File: src/rtl/serial_word_assembler.sv
// Assembles framed MSB-first serial bits into WIDTH-bit words with optional parity check.
// A good word is presented on WORD with a one-cycle WORD_ENA; bad frames only raise error pulses.
module serial_word_assembler #(
    parameter int unsigned WIDTH      = 16,
    parameter bit          PARITY_EN  = 1'b1,
    parameter bit          PARITY_ODD = 1'b0,
    parameter int unsigned TIMEOUT    = 255
) (
    input  logic             CLK,
    input  logic             RST,
    input  logic             BIT_VALID,
    input  logic             BIT_DATA,
    input  logic             FRAME,
    output logic [WIDTH-1:0] WORD,
    output logic             WORD_ENA,
    output logic             PAR_ERR,
    output logic             FRAME_ERR,
    output logic             BUSY
);

    localparam int unsigned CntW = $clog2(WIDTH + 1);
    localparam int unsigned TmoW = (TIMEOUT == 0) ? 1 : $clog2(TIMEOUT + 1);

    localparam logic [CntW-1:0] CntLast = CntW'(WIDTH - 1);
    localparam logic [TmoW-1:0] TmoLast = TmoW'(TIMEOUT - 1);

    localparam logic [1:0] StIdle = 2'd0;
    localparam logic [1:0] StData = 2'd1;
    localparam logic [1:0] StPar  = 2'd2;
    localparam logic [1:0] StDone = 2'd3;

    logic [1:0]       state_q, state_d;
    logic [WIDTH-1:0] shift_q, shift_d;
    logic [CntW-1:0]  cnt_q, cnt_d;
    logic [TmoW-1:0]  tmo_q, tmo_d;
    logic [WIDTH-1:0] word_q, word_d;
    logic             word_ena_q, word_ena_d;
    logic             par_err_q, par_err_d;
    logic             frame_err_q, frame_err_d;
    logic             busy_q, busy_d;

    logic [WIDTH-1:0] shift_next;
    logic             accept;
    logic             abort;
    logic             tmo_hit;

    assign shift_next = {shift_q[WIDTH-2:0], BIT_DATA};
    assign accept     = BIT_VALID && FRAME;
    assign abort      = BIT_VALID && !FRAME;
    assign tmo_hit    = (TIMEOUT != 0) && (tmo_q == TmoLast);

    always_comb begin
        state_d     = state_q;
        shift_d     = shift_q;
        cnt_d       = cnt_q;
        tmo_d       = tmo_q;
        word_d      = word_q;
        word_ena_d  = 1'b0;
        par_err_d   = 1'b0;
        frame_err_d = 1'b0;

        case (state_q)
            StIdle: begin
                if (accept) begin
                    shift_d = {{(WIDTH - 1){1'b0}}, BIT_DATA};
                    cnt_d   = CntW'(1);
                    tmo_d   = '0;
                    state_d = StData;
                end
            end
            StData: begin
                if (accept) begin
                    shift_d = shift_next;
                    cnt_d   = cnt_q + CntW'(1);
                    tmo_d   = '0;
                    if (cnt_q == CntLast) begin
                        if (PARITY_EN) begin
                            state_d = StPar;
                        end else begin
                            // Word is published on entry to DONE so it is visible with the strobe.
                            word_d     = shift_next;
                            word_ena_d = 1'b1;
                            state_d    = StDone;
                        end
                    end
                end else if (abort || tmo_hit) begin
                    frame_err_d = 1'b1;
                    state_d     = StIdle;
                end else begin
                    tmo_d = tmo_q + TmoW'(1);
                end
            end
            StPar: begin
                if (accept) begin
                    tmo_d = '0;
                    if ((^{shift_q, BIT_DATA}) == PARITY_ODD) begin
                        word_d     = shift_q;
                        word_ena_d = 1'b1;
                        state_d    = StDone;
                    end else begin
                        par_err_d = 1'b1;
                        state_d   = StIdle;
                    end
                end else if (abort || tmo_hit) begin
                    frame_err_d = 1'b1;
                    state_d     = StIdle;
                end else begin
                    tmo_d = tmo_q + TmoW'(1);
                end
            end
            StDone: begin
                state_d = StIdle;
            end
            default: begin
                state_d = StIdle;
            end
        endcase

        if (state_d == StIdle) begin
            cnt_d = '0;
            tmo_d = '0;
        end
        busy_d = (state_d != StIdle);
    end

    always_ff @(posedge CLK) begin
        if (RST) begin
            state_q     <= StIdle;
            shift_q     <= '0;
            cnt_q       <= '0;
            tmo_q       <= '0;
            word_q      <= '0;
            word_ena_q  <= 1'b0;
            par_err_q   <= 1'b0;
            frame_err_q <= 1'b0;
            busy_q      <= 1'b0;
        end else begin
            state_q     <= state_d;
            shift_q     <= shift_d;
            cnt_q       <= cnt_d;
            tmo_q       <= tmo_d;
            word_q      <= word_d;
            word_ena_q  <= word_ena_d;
            par_err_q   <= par_err_d;
            frame_err_q <= frame_err_d;
            busy_q      <= busy_d;
        end
    end

    assign WORD      = word_q;
    assign WORD_ENA  = word_ena_q;
    assign PAR_ERR   = par_err_q;
    assign FRAME_ERR = frame_err_q;
    assign BUSY      = busy_q;

endmodule

File: config.mk
export PLATFORM = sky130hd
export DESIGN_NAME = serial_word_assembler
export DESIGN_NICKNAME = d
export VERILOG_FILES = /design/src/rtl/serial_word_assembler.sv
export SDC_FILE = /design/constraint.sdc
export NUM_CORES = 1
export LEC_CHECK = 0
export CAP_MARGIN = 5
export CORE_MARGIN = 4
export CORE_UTILIZATION = 40
export CTS_CLUSTER_SIZE = 40
export DETAILED_ROUTE_END_ITERATION = 8
export PLACE_DENSITY = 0.61
export SETUP_SLACK_MARGIN = 0.5
export SKIP_LAST_GASP = 1
export SLEW_MARGIN = 25
export SYNTH_ARGS = -nofsm -noshare
export SYNTH_HDL_FRONTEND = slang
export SYNTH_SLANG_ARGS = --single-unit
File: constraint.sdc
create_clock -name CLK -period 2.28 [get_ports CLK]
set_input_delay 0.456 -clock CLK [delete_from_list [all_inputs] [get_ports CLK]]
set_output_delay 0.456 -clock CLK [all_outputs]
set_load 0.02 [all_outputs]
==> flow_summary.json <==
{
  "status": "completed",
  "worst-path-buf-inv": 2,
  "p_leak_nw": 1.20,
  "antennaDiodeCount": 0,
  "path_delay_family": "XOR/XNOR gates",
  "tritoncts": "done",
  "design_area_um2": 3240,
  "crit_required_ns": 2.44,
  "crit_slowest_cell": "xnor3_2",
  "ir_drop_mv": 0.333,
  "end_kind": "flop",
  "drtIter0Drc": 53,
  "crit_top_cell": "xnor2_2",
  "syn_inst": 270,
  "io_buffer_count": 24,
  "yosysSeqAreaShare_pct": 42.0,
  "path_class": "input port to flop",
  "maxSlewHeadroom_pct": 65.6,
  "antenna_found_initial": 0,
  "rsz0062_at_grt": "true",
  "worstPathMaxFanout": 8,
  "ys_warn_count": 0,
  "tightest_slew_ns": 0.514,
  "cts.htree.levels": 2,
  "wire_per_inst_um": 13.4,
  "clock-root-buffer": "clkbuf_8",
  "finalSetupViolCount": 0,
  "synth_seq_cells": 51,
  "dp_cells": 375,
  "final_cells": 388,
  "slew_violations": 0,
  "clk_pin_slew_ns": 0.08,
  "critPathArrivalTime_ns": 2.20,
  "most-common-layout-cells": "42 x nand2_1, 41 x dfxtp_1, 22 x clkdlybuf4s50_1, 21 x nor2_1",
  "clock_sinks": 51,
  "p_per_area_nw_per_um2": 508,
  "clk-insertion-delay-late_ns": 0.29,
  "fp.dieH_um": 86,
  "grt_remaining_overflow": 0,
  "syn_nets": 283,
  "syn-cell-area_um2": 2430,
  "fin_skew_ns": 0.00594,
  "synth_cell_types": 40,
  "dr.pass1.iters": 4,
  "die_w_um": 86,
  "min_period_ns": 2.04,
  "fin_util_pct": 54.8,
  "nNetsFinal": 326,
  "die-area_um2": 7400,
  "cap_violations": 0,
  "drc": 0,
  "row_count": 28,
  "setup_ws_ns": 0.241,
  "setup.worst_path.start_class": "input port",
  "cts_made_buffers": 5,
  "routed_wl_um": 5210,
  "grt_first_pass_wirelength_um": 8900,
  "grt_max_degree": 34,
  "final_common_cell": "nand2_1",
  "drive_gt1_share_pct": 24.0,
  "clock_path_buffers": 2,
  "core_um2": 5920,
  "syn_area_per_cell_um2": 9.01,
  "gp_congestion": 0.719,
  "start_util_pct": 41.1,
  "grt_pass1_vias": 1978,
  "dp_slack_ns": -0.192,
  "period_share_pct": 89.5,
  "finalHoldViolCount": 0,
  "place_area_um2": 2900,
  "syn_to_final_growth_pct": 33.2,
  "holdWs_ns": 0.456,
  "holdBufCountCts": 0,
  "fin_tns_setup_ns": 0,
  "ant_nets": 0,
  "via_count": 2001,
  "finalPower_mw": 1.65,
  "slowest_delay_ns": 0.48,
  "track_usage_pct": 14.6,
  "dp_hpwl_um": 3410,
  "hold_class": "flop to flop",
  "vias_per_cell": 5.16,
  "io_pins": 25,
  "max_freq_mhz": 490,
  "path_cells": "clkdlybuf4s15_2 -> xnor2_2 -> xnor2_2 -> xnor3_2 -> buf_6 -> mux2_4 -> o21ai_4 -> a21oi_1"
}
cell families (layout without fill, tap and decap cells):
kind of cell / count (synthesis) / after routing / share of synthesized area [%]
xor+xnor: 21 / 21 / 9.72
fa+ha+maj: 8 / 8 / 4.11
buf+inv: 24 / 66 / 4.78
simple gates: 86 / 86 / 15.1
compound gates: 60 / 61 / 16.1
flops: 51 / 51 / 42.0
mux: 20 / 20 / 8.28
synth_stat cells (all sizes together):
master   count  share of area (%)
xnor2       11                4.3
nor3b        1               0.31
o21bai       1               0.31
xnor3        2                2.0
o21a         1               0.31
nand2       43                6.6
buf          4                1.7
xor3         1               0.98
mux2         1               0.46
nand4        3               0.77
o21ai        7                1.6
inv          9                1.4
and3         3               0.77
clkinv       1               0.15
o211ai       1               0.31
nand2b       1               0.26
o2111ai      3                1.1
mux2i       19                7.8
and2         3               0.77
o31a         1               0.36
a21boi       1               0.31
nand3        7                1.4
nor4         1               0.26
ha           8                4.1
nor3         3               0.62
dfxtp       51                 42
a21o         2               0.62
clkbuf      10                1.5
xor2         7                2.5
a22oi       18                5.6
a21oi       21                4.3
a31o         1               0.36
a211oi       2               0.62
a2111oi      1               0.36
nor2        21                3.2
registers in the layout, indices dropped and copies added (netlist names):
name       flops
BUSY           1
WORD_ENA       1
WORD          16
PAR_ERR        1
FRAME_ERR      1
tmo_q          8
cnt_q          5
state_q        2
shift_q       16
layer usage:
layer | up-vias | track usage (%) | wire length [µm]
met3 | 6 | 3.17 | 198
li1 | 1032 | - | -
met4 | 0 | 3.31 | 53
met1 | 929 | 18.7 | 2430
met5 | - | 0 | 0
met2 | 34 | 25.2 | 2530
layout make-up:
class                      count  area, µm²
clock inverter                 1       30.0
clock buffer                   6       72.6
inverter                      10       37.5
sequential                    51       1040
timing repair buffer          49        485
fill                         533       2680
multi-input combinational    196       1480
tap                           75       93.8
tightest hold or removal path, cell delays in order, from the launching register on:
cell and delay (ns):
dfxtp_1 0.32, nand2_1 0.05, mux2i_1 0.05
final timing paths:
check | startpoint | endpoint | slack [ns] | cells past startpoint
worst min register to register | WORD[9] | WORD[9] | 0.46 | 2
worst max-delay path | BIT_DATA | cnt_q[3] | 0.24 | 8
worst min-delay path | WORD[9] | WORD[9] | 0.46 | 2
worst max register to register | shift_q[3] | cnt_q[3] | 0.25 | 7
power breakdown:
group | internal (mW) | switching [mW] | leakage [nW]
clock | 0.322 | 0.269 | 0.0513
sequential | 0.891 | 0.00381 | 0.417
combinational | 0.0736 | 0.0881 | 0.732
what timing repair did:
item	in CTS	in global routing
pin swaps	10	11
setup endpoints to repair	34	45
setup buffers	2	2
gates resized for setup	22	23
gates cloned	1	1
Note: power is estimated with default switching activity, not from simulation.
